## config.mk

```make
export PLATFORM = sky130hd
export DESIGN_NAME = dmem_arbiter
export DESIGN_NICKNAME = d
export VERILOG_FILES = /design/src/rtl/dmem_arbiter.sv
export SDC_FILE = /design/constraint.sdc
export NUM_CORES = 1
export LEC_CHECK = 0
export ABC_AREA = 1
export CORE_MARGIN = 10
export CORE_UTILIZATION = 32
export DETAILED_ROUTE_END_ITERATION = 8
export PLACE_DENSITY = 0.79
export SLEW_MARGIN = 20
export SYNTH_ARGS = -nofsm -noshare
export SYNTH_HDL_FRONTEND = slang
export SYNTH_SLANG_ARGS = --single-unit
```

## constraint.sdc

```tcl
create_clock -name clk -period 3.39 [get_ports clk]
set_input_delay 0.678 -clock clk [delete_from_list [all_inputs] [get_ports clk]]
set_output_delay 0.678 -clock clk [all_outputs]
set_load 0.02 [all_outputs]
```

## src/rtl/dmem_arbiter.sv

```systemverilog
// dmem_arbiter: shares the single DataMemory port between two requesters.
//   Port 0 is the CPU load/store path. Port 1 is the program/data loader.
//   One request is accepted per cycle. The winner drives the memory for one ACCESS cycle, and
//   its read data comes back one cycle after that. The CPU has priority, but a starvation
//   counter forces a grant to port 1 once it has been denied STARVE_LIMIT cycles in a row.
// Ports:
//   clk, rst                      clock, asynchronous active-low reset
//   req*/we*/addr*/wdata*/funct3_* request valid and payload per port
//   gnt0/gnt1                     combinational grant, the request is taken at this edge
//   rvalid0/rvalid1, rdata        one-cycle read response pulse per owner, shared data
//   cpu_stall                     port 0 is requesting but was not granted
//   mem_addr/mem_wdata/mem_we/mem_funct3/mem_rdata  DataMemory side
module dmem_arbiter #(
  parameter int unsigned DATA_WIDTH   = 32,
  parameter int unsigned ADDR_WIDTH   = 32,
  parameter int unsigned STARVE_LIMIT = 4
) (
  input  logic                  clk,
  input  logic                  rst,
  input  logic                  req0,
  input  logic                  we0,
  input  logic [ADDR_WIDTH-1:0] addr0,
  input  logic [DATA_WIDTH-1:0] wdata0,
  input  logic [2:0]            funct3_0,
  input  logic                  req1,
  input  logic                  we1,
  input  logic [ADDR_WIDTH-1:0] addr1,
  input  logic [DATA_WIDTH-1:0] wdata1,
  input  logic [2:0]            funct3_1,
  output logic                  gnt0,
  output logic                  gnt1,
  output logic                  rvalid0,
  output logic                  rvalid1,
  output logic [DATA_WIDTH-1:0] rdata,
  output logic                  cpu_stall,
  output logic [ADDR_WIDTH-1:0] mem_addr,
  output logic [DATA_WIDTH-1:0] mem_wdata,
  output logic                  mem_we,
  output logic [2:0]            mem_funct3,
  input  logic [DATA_WIDTH-1:0] mem_rdata
);

  localparam int unsigned CntW = $clog2(STARVE_LIMIT + 1);
  localparam logic [CntW-1:0] CntMax = CntW'(STARVE_LIMIT);

  typedef enum logic {StIdle, StAccess} state_e;

  state_e                state_q, state_d;
  logic [CntW-1:0]       starve_cnt_q, starve_cnt_d;
  logic                  owner_q, owner_d;
  logic                  we_q, we_d;
  logic [ADDR_WIDTH-1:0] addr_q, addr_d;
  logic [DATA_WIDTH-1:0] wdata_q, wdata_d;
  logic [2:0]            funct3_q, funct3_d;
  logic                  rvalid0_q, rvalid0_d;
  logic                  rvalid1_q, rvalid1_d;
  logic [DATA_WIDTH-1:0] rdata_q, rdata_d;

  // Arbitration and starvation counter.
  always_comb begin
    gnt1      = req1 & (~req0 | (starve_cnt_q == CntMax));
    gnt0      = req0 & ~gnt1;
    cpu_stall = req0 & ~gnt0;

    starve_cnt_d = starve_cnt_q;
    if (!req1 || gnt1) begin
      starve_cnt_d = '0;
    end else if (starve_cnt_q != CntMax) begin
      starve_cnt_d = starve_cnt_q + 1'b1;
    end
  end

  // Next state, request latch and response.
  always_comb begin
    state_d  = StIdle;
    owner_d  = owner_q;
    we_d     = we_q;
    addr_d   = addr_q;
    wdata_d  = wdata_q;
    funct3_d = funct3_q;

    if (gnt1) begin
      state_d  = StAccess;
      owner_d  = 1'b1;
      we_d     = we1;
      addr_d   = addr1;
      wdata_d  = wdata1;
      funct3_d = funct3_1;
    end else if (gnt0) begin
      state_d  = StAccess;
      owner_d  = 1'b0;
      we_d     = we0;
      addr_d   = addr0;
      wdata_d  = wdata0;
      funct3_d = funct3_0;
    end

    // The response closes out whichever access is running, stores included.
    rvalid0_d = 1'b0;
    rvalid1_d = 1'b0;
    rdata_d   = rdata_q;
    if (state_q == StAccess) begin
      rvalid0_d = ~owner_q;
      rvalid1_d = owner_q;
      rdata_d   = mem_rdata;
    end
  end

  always_ff @(posedge clk or negedge rst) begin
    if (!rst) begin
      state_q      <= StIdle;
      starve_cnt_q <= '0;
      owner_q      <= 1'b0;
      we_q         <= 1'b0;
      addr_q       <= '0;
      wdata_q      <= '0;
      funct3_q     <= '0;
      rvalid0_q    <= 1'b0;
      rvalid1_q    <= 1'b0;
      rdata_q      <= '0;
    end else begin
      state_q      <= state_d;
      starve_cnt_q <= starve_cnt_d;
      owner_q      <= owner_d;
      we_q         <= we_d;
      addr_q       <= addr_d;
      wdata_q      <= wdata_d;
      funct3_q     <= funct3_d;
      rvalid0_q    <= rvalid0_d;
      rvalid1_q    <= rvalid1_d;
      rdata_q      <= rdata_d;
    end
  end

  // The latch is only loaded on a grant, so in IDLE the address, data and width hold their
  // last values and only the write enable has to be gated.
  always_comb begin
    mem_addr   = addr_q;
    mem_wdata  = wdata_q;
    mem_funct3 = funct3_q;
    mem_we     = (state_q == StAccess) & we_q;
    rvalid0    = rvalid0_q;
    rvalid1    = rvalid1_q;
    rdata      = rdata_q;
  end

endmodule
```

==> run_results.csv, run 1 <==
group,metric,value,unit
outcome,status,"finished, final reports clean",
global_routing,antenna_found_initial,1,
detailed_routing,vias,5258,
detailed_routing,viasPerCell,4.56,
sta,fmax,0.339,GHz
floorplanning,fp-row-count,46,
global_routing,grt_remaining_overflow,0,
cts,cts_setup_buffers,0,
cts,numCtsBuffers,9,
floorplanning,pin_count,277,
worst_setup_path,arrival,2.27,ns
cts,clk_path_buf_depth,2,
global_routing,grt_max_degree,137,
cts,postCtsResizedCells,0,
cells_and_area,layout_commonest_cell,"clkdlybuf4s50_1",
sta,rsz0062_at_grt,"no",
worst_setup_path,worstPathMaxFanout,5,
detailed_routing,drt_iter0_markers,184,
sta,slew_violations,0,
synthesis,synthesis.area,0.00514,mm²
placed_design,hpwl,13.5,mm
synthesis,syn_nets,856,
cts,clkLatencyLatePin,0.35,ns
pwr,p_per_area,438,mW/mm²
cts,path_clk_slew,0.08,ns
sta,finClkSkew,0.0109,ns
global_routing,grt_pass1_vias,5248,
worst_setup_path,crit_type,"input pin to output port",
pwr,ir_worst_vdd,210,µV
synthesis,yosysSeqAreaShare,52.1,%
sta,relSlewSlack,32.4,%
cells_and_area,final_nets,1105,
floorplanning,die_w,147,µm
detailed_routing,ant_nets,0,
worst_setup_path,start_kind,"input pin",
cts,hold_buffers,0,
worst_hold_path,worstHoldPathType,"input pin to async pin",
synthesis,synthCells,682,
cells_and_area,drive_gt1_share,2.99,%
cells_and_area,areaGrowthSynthToFinish,62.2,%
cts,cts_sinks,107,
sta,hold_violations,0,
placed_design,gp_congestion,0.782,
floorplanning,die_h,147,µm
worst_setup_path,cp.required,2.71,ns
job,maxCapViolations,0,
pwr,p_leak,0.00402,µW
synthesis,ys_top_cells_by_area,"dfrtp_1, nand2_1, nand3_1, inv_1, nor2_1",
synthesis,synth_top_area_share,52.1,%
sta,setup_viol,0,
floorplanning,die_area,0.0215,mm²
pwr,power,3650,µW
worst_setup_path,worstSetupEndpointType,"output port",
synthesis,synth_top_area_cell,"dfrtp_1",
global_routing,grt_pass1_wl,28.4,mm
floorplanning,coreArea,0.0158,mm²
global_routing,grt_use_total,16.4,%
detailed_routing,drc_errors,0,
cells_and_area,fillers,1458,
sta,worst_slew_pin_slew,1.01,ns
cts,cts_tree,"done",
sta,period_minus_slack,2.95,ns
synthesis,yosysUniqueCellTypes,16,
synthesis,synth_warnings,0,
sta,min_period_over_period,86.9,%
detailed_routing,routedWlPerCell,15.9,µm
sta,tns,0,ns
synthesis,postSynthAreaPerCell,7.54,µm²
cells_and_area,final_cell_mix,"clkdlybuf4s50_1, nand2_1, nand3_1",
detailed_routing,dr.pass1.iters,5,
detailed_routing,wl,18.4,mm
synthesis,ys_seq_elements,107,
floorplanning,start_util,32.5,%
cts,htree_levels,3,
cts,clock-root-buffer,"clkbuf_16",
placed_design,port_buffers,276,
cells_and_area,antenna_cells,0,
-- cell families after synthesis --
| group | count (synthesis) | synth area share [%] |
|---|---|---|
| DFF | 107 | 52.1 |
| adders and majority gates | 2 | 0.487 |
| and+or+nand+nor | 450 | 36.7 |
| xor gates and xnor gates | 1 | 0.170 |
| buffers and inverters | 122 | 10.6 |
-- registers in the layout (all words and copies together), names as in the netlist --
register,flops
starve_cnt_q,3
we_q,1
mem_addr,32
state_q,1
rdata,32
mem_funct3,3
owner_q,1
rvalid1,1
rvalid0,1
mem_wdata,32
-- cells in the mapped netlist --
cell type and number:
nor3_1 2, nand2_2 2, ha_1 2, buf_4 4, inv_1 77, buf_2 27
inv_2 1, buf_6 5, dfrtp_1 107, nor2_1 69, clkbuf_1 8, xnor2_1 1
nor2_8 1, nand2_1 239, nand3_1 136, nor3b_1 1
-- path summary, 6_finish.rpt --
check | cells past startpoint | slack (ns) | start | to
max in group asynchronous | 2 | 2.28 | rst | mem_addr[14]
worst min-delay path | 1 | 0.37 | rst | rdata[15]
worst max-delay path | 7 | 0.44 | req0 | cpu_stall
worst min register to register | 2 | 0.47 | rdata[0] | rdata[0]
min in group clk | 2 | 0.47 | rdata[0] | rdata[0]
worst max register to register | 4 | 1.60 | state_q | rdata[3]
-- critical path, cell delays in order --
cell	delay (ns)
clkdlybuf4s50_1	0.58
nand2_2	0.16
nand2_2	0.06
inv_2	0.06
nand2_1	0.04
inv_1	0.07
clkdlybuf4s50_1	0.61
-- layout make-up --
type / count / area [µm²] / share of cell area [%]
clock buffer: 9 / 225 / 2.70
clock inverter: 7 / 130 / 1.56
inverter: 78 / 293 / 3.51
multi-input combinational: 453 / 1920 / 23.0
sequential: 107 / 2680 / 32.1
tap: 216 / 270 / 3.24
timing repair buffer: 282 / 2830 / 33.9
-- power by group --
part / leakage [µW] / switching, µW / internal (µW)
Sequential: 0.00128 / 70.1 / 1400
Combinational: 0.00257 / 460 / 471
Clock: 0.000174 / 513 / 739
Total: 0.00402 / 1040 / 2610
-- metal layers --
layer  track usage [%]  up-vias  wire, µm
li1                  -     2578         -
met1              19.6     2408      8000
met3              6.39       30      1860
met2              26.2      240      8080
met4              6.01        2       419
met5                 0        -        11
-- per-stage QoR --
stage          hold slack [ns]  setup slack (ns)  instance area [µm²]  util [%]  std cells
6_report                 0.365             0.443                 8340      52.7       1152
2_1_floorplan            0.382              1.17                 5140         -        682
5_1_grt                  0.428             0.363                 8340      52.7       1152
4_1_cts                  0.384             0.429                 8340      52.7       1152
3_3_place_gp             0.452             0.470                 7990      50.5       1136
3_5_place_dp             0.458             0.441                 7990      50.5       1136
No activity file was read; power rests on OpenSTA's default activity.
==> inputs of run 2 (changes only) <==
--- a/config.mk
+++ b/config.mk
@@ -9,7 +9,9 @@
 export CORE_MARGIN = 10
 export CORE_UTILIZATION = 32
 export DETAILED_ROUTE_END_ITERATION = 8
+export MAX_ROUTING_LAYER = met4
 export PLACE_DENSITY = 0.79
+export SKIP_LAST_GASP = 1
 export SLEW_MARGIN = 20
 export SYNTH_ARGS = -nofsm -noshare
 export SYNTH_HDL_FRONTEND = slang
==> run 2 against run 1 <==
- die area did not move
- clock-buffer cell count did not move
- cell count barely moved
- global-route usage rose by 0.47 points
- sequential cell count did not move
- setup slack barely moved
- sequential power barely moved
- non-clock buffer count did not move
- clock power barely moved
- clock skew rose by 0.00088 ns
- critical endpoint unchanged
- largest cell class unchanged
==> run_results.csv, run 2 (same netlist as run 1, synthesis figures left out) <==
group,metric,value,unit
pwr,power.switching,1050,µW
detailed_routing,viasPerCell,4.55,
sta,finClkSkew,0.0118,ns
cts,path_clk_slew,0.08,ns
floorplanning,start_util,32.5,%
cells_and_area,final_nets,1105,
worst_setup_path,arrival,2.27,ns
detailed_routing,vias,5249,
cts,cts_setup_buffers,0,
pwr,p_seq_share,40.2,%
worst_setup_path,regToRegEndpoint,"rdata[3]",
sta,whs,0.362,ns
floorplanning,fp-row-count,46,
cts,clk_path_buf_depth,2,
sta,rsz0062_at_grt,"no",
detailed_routing,routedWlPerCell,15.9,µm
worst_setup_path,crit_type,"input pin to output port",
job,maxCapViolations,0,
outcome,status,"finished, final reports clean",
sta,hold_violations,0,
floorplanning,pin_count,277,
cells_and_area,final_cell_mix,"clkdlybuf4s50_1, nand2_1, nand3_1",
worst_setup_path,reg2reg_slack,1.59,ns
detailed_routing,ant_nets,0,
global_routing,antenna_found_initial,1,
worst_setup_path,cp.required,2.71,ns
global_routing,grt_use_total,16.9,%
worst_setup_path,slowest_stage,"clkdlybuf4s50_1",
pwr,clockPowerShare,34.4,%
floorplanning,coreArea,0.0158,mm²
global_routing,grt_pass1_vias,5277,
pwr,p_leak,0.00402,µW
pwr,p_int,2610,µW
sta,fmax,0.339,GHz
detailed_routing,dr.pass1.iters,4,
floorplanning,die_w,147,µm
worst_setup_path,worstSetupEndpointType,"output port",
worst_setup_path,reg2reg_from,"state_q",
cts,clock-root-buffer,"clkbuf_16",
worst_setup_path,crit_end,"cpu_stall",
pwr,p_sw_share,28.6,%
cts,hold_buffers,0,
sta,slew_violations,0,
pwr,pwr-share-comb,25.5,%
cells_and_area,layout_commonest_cell,"clkdlybuf4s50_1",
sta,min_period_over_period,86.9,%
pwr,p_per_area,438,mW/mm²
sta,worst_slew_pin_slew,1.03,ns
cts,numCtsBuffers,9,
global_routing,grt_max_degree,137,
sta,period_minus_slack,2.95,ns
worst_hold_path,worstHoldPathType,"input pin to async pin",
cts,cts_sinks,107,
detailed_routing,drc_errors,0,
placed_design,gp_congestion,0.792,
placed_design,port_buffers,276,
worst_setup_path,path_cells,"clkdlybuf4s50_1, nand2_2, nand2_2, inv_2, nand2_1, inv_1, clkdlybuf4s50_1",
detailed_routing,wl,18.3,mm
sta,setup_ws,0.444,ns
cells_and_area,areaGrowthSynthToFinish,62.3,%
pwr,ir_worst_vdd,210,µV
floorplanning,die_h,147,µm
sta,tns,0,ns
floorplanning,die_area,0.0215,mm²
worst_setup_path,rr_worst_depth,4,
cells_and_area,fin_util,52.7,%
worst_setup_path,crit_start,"req0",
cells_and_area,drive_gt1_share,2.99,%
cts,cts_tree,"done",
sta,relSlewSlack,31.5,%
global_routing,grt_pass1_wl,28.3,mm
cts,clkLatencyLatePin,0.35,ns
placed_design,hpwl,13.5,mm
sta,setup_viol,0,
worst_setup_path,worstPathMaxFanout,5,
worst_setup_path,cpPeakStageDelay,0.61,ns
detailed_routing,drt_iter0_markers,200,
cts,postCtsResizedCells,0,
placed_design,place_ws,0.441,ns
worst_setup_path,start_kind,"input pin",
cts,htree_levels,3,
global_routing,grt_remaining_overflow,0,
run 2: changes by cell type in the layout (fill, tap and decap cells not counted):
cell	before	now
diode_2	0	1
run 2: layout make-up:
cell class / instances / area [µm²]
inverters: 78 / 293
flip-flops and latches: 107 / 2680
clock buffers: 9 / 225
diodes: 1 / 2.50
well taps: 216 / 270
fillers: 1457 / 7480
repair buffers: 282 / 2830
multi-input cells: 453 / 1920
clock inverters: 7 / 130
run 2: worst min path at each step:
stage,from,end,slack (ns),cells after the start
5_1_grt,rst,rdata[15],0.43,1
3_5_place_dp,rdata[6],rdata[6],0.46,2
3_3_place_gp,rdata[12],rdata[12],0.45,2
6_report,rst,rdata[15],0.36,1
4_1_cts,rst,rdata[15],0.38,1
2_1_floorplan,rst,mem_addr[0],0.38,0
run 2: through the flow:
stage,std cells,instance area (µm²),total power [µW]
5_1_grt,1153,8340,3820
2_1_floorplan,682,5140,1880
4_1_cts,1152,8340,3700
6_report,1153,8340,3650
3_5_place_dp,1136,7990,2430
3_3_place_gp,1136,7990,2420
run 2: worst max-delay path: cells and delay by family:
| family | cells | cell delay [ns] |
|---|---|---|
| buf+inv | 4 | 1.32 |
| simple gates | 3 | 0.26 |
run 2: power groups by stage:
stage               combinational [µW]  clock (µW)  sequential, µW
finish                             931        1260            1470
global route                      1010        1330            1490
CTS                                945        1290            1470
detailed placement                 943           0            1490
global placement                   933           0            1490
floorplan                          245           0            1640
run 2: metal layers:
metal / track usage, % / wire (µm) / vias up
met4: 6.01 / 410 / 0
li1: - / - / 2582
met1: 20.2 / 8210 / 2405
met3: 5.44 / 1570 / 28
met5: - / 0 / -
met2: 26.3 / 8140 / 234
==> inputs of run 3 (changes only) <==
==> constraint.sdc (replaced) <==
create_clock -name clk -period 3.39 [get_ports clk]
set_input_delay 0.678 -clock clk [delete_from_list [all_inputs] [get_ports clk]]
set_output_delay 0.678 -clock clk [all_outputs]
set_load 0.1 [all_outputs]
==> run 3 against run 2 <==
- register-to-register slack better by 0.02 ns
- via count is 0.88% lower
- final area is 3.0% lower
- non-clock buffer count is 2 higher
- sequential share of layout area is 1.0 points higher
- sequential cell count stayed put
- clock-buffer cell count stayed put
- core utilization is 1.6 points lower
- setup slack better by 0.30 ns
- fmax is 11% higher
- routed wire length is 0.92% lower
- critical path type unchanged
==> run_results.csv, run 3 (same netlist as run 1, synthesis figures left out) <==
group,metric,value,unit
sta,relSlewSlack,33.6,%
pwr,ir_worst_vdd,279,µV
detailed_routing,viasPerCell,4.50,
sta,fmax,0.378,GHz
worst_setup_path,reg2reg_from,"starve_cnt_q[0]",
global_routing,grt_use_total,16.8,%
global_routing,grt_use_met3,5.53,%
cells_and_area,areaGrowthSynthToFinish,57.4,%
global_routing,use_met1,20.2,%
sta,rsz0062_at_grt,"no",
sta,finClkSkew,0.00974,ns
placed_design,gp_congestion,0.797,
worst_setup_path,reg2reg_slack,1.61,ns
cts,hold_buffers,0,
pwr,p_leak,0.00412,µW
detailed_routing,drc_errors,0,
detailed_routing,routedWlPerCell,15.7,µm
job,maxCapViolations,0,
global_routing,grt_pass1_wl,28.2,mm
global_routing,antenna_found_initial,1,
floorplanning,fp-row-count,46,
cts,path_clk_slew,0.08,ns
worst_hold_path,worstHoldPathType,"input pin to async pin",
cts,clkLatencyLatePin,0.34,ns
floorplanning,pin_count,277,
cells_and_area,drive_gt1_share,13.6,%
global_routing,grt_busiest_layer,"met2",
floorplanning,coreArea,0.0158,mm²
cts,htree_levels,3,
sta,hold_violations,0,
sta,worst_slew_pin_slew,0.995,ns
worst_setup_path,worstPathMaxFanout,5,
cts,postCtsResizedCells,0,
cts,cts_tree,"done",
worst_setup_path,crit_type,"input pin to output port",
floorplanning,start_util,32.5,%
worst_setup_path,cp.required,2.71,ns
detailed_routing,dr.pass1.iters,4,
sta,period_minus_slack,2.65,ns
sta,slew_violations,0,
cts,clk_path_buf_depth,2,
cts,cts_sinks,107,
placed_design,port_buffers,276,
floorplanning,die_w,147,µm
outcome,status,"finished, final reports clean",
worst_setup_path,rr_worst_depth,8,
sta,tns,0,ns
global_routing,grt_max_degree,72,
detailed_routing,vias,5203,
floorplanning,die_area,0.0215,mm²
sta,min_period_over_period,78.1,%
cells_and_area,fillers,1512,
cells_and_area,final_nets,1107,
cts,clock-root-buffer,"clkbuf_16",
sta,whs,0.191,ns
worst_setup_path,regToRegEndpoint,"mem_wdata[6]",
detailed_routing,drt_iter0_markers,203,
worst_setup_path,worstSetupEndpointType,"output port",
cts,cts_setup_buffers,0,
detailed_routing,ant_nets,0,
placed_design,hpwl,13.7,mm
cells_and_area,layout_commonest_cell,"nand2_1",
cts,numCtsBuffers,9,
sta,setup_viol,0,
worst_setup_path,start_kind,"input pin",
global_routing,gr-usage-met2,25.7,%
worst_setup_path,arrival,1.97,ns
pwr,p_per_area,513,mW/mm²
cells_and_area,final_cell_mix,"nand2_1, clkdlybuf4s50_1, nand3_1",
detailed_routing,wl,18.2,mm
global_routing,grt_pass1_vias,5275,
global_routing,grt_remaining_overflow,0,
floorplanning,die_h,147,µm
==> run 3: layout make-up <==
type	instances	area (µm²)	share of cell area (%)
Antenna cell	1	2.50	0.0309
Sequential cell	107	2680	33.1
Multi-Input combinational cell	453	1920	23.7
Clock buffer	9	225	2.78
Timing Repair Buffer	284	2650	32.7
Tap cell	216	270	3.34
Clock inverter	7	58.8	0.727
Inverter	78	293	3.62
==> run 3: critical path, cell delays in order <==
cell and delay, ns:
clkdlybuf4s50_1 0.67, nand2_2 0.11, nand2_2 0.08, inv_2 0.05
nor2_1 0.17, buf_12 0.20
==> run 3: power breakdown <==
group | switching (µW) | leakage (µW) | total (µW) | internal [µW]
logic | 1230 | 0.00269 | 1660 | 433
clock network | 508 | 0.000139 | 1020 | 513
registers | 71.9 | 0.00128 | 1470 | 1400
total | 1810 | 0.00412 | 4150 | 2340
==> run 3: how the worst max path moves through the flow <==
stage          cells after the start    to  from  slack (ns)
2_1_floorplan                      6  gnt0  req0       0.002
3_3_place_gp                       6  gnt0  req0        0.77
3_5_place_dp                       6  gnt0  req0        0.75
4_1_cts                            6  gnt0  req0        0.74
5_1_grt                            6  gnt0  req0        0.68
6_report                           6  gnt0  req0        0.74
==> run 3: per-stage QoR <==
step           area, µm²  setup slack [ns]  power, µW  std cells  utilization [%]
2_1_floorplan       5140           0.00208       2630        682                -
3_3_place_gp        7810             0.766       3160       1138             49.3
3_5_place_dp        7810             0.745       3170       1138             49.3
4_1_cts             8090             0.739       4210       1154             51.1
5_1_grt             8090             0.682       4330       1155             51.1
6_report            8090             0.743       4150       1155             51.1
==> run 3: layer usage <==
layer / wire [µm] / vias up / share of wire [%]
met5: 0 / - / 0
met4: 464 / 0 / 2.6
met3: 1770 / 26 / 9.8
met2: 8270 / 224 / 46
met1: 7660 / 2365 / 42
li1: - / 2588 / -
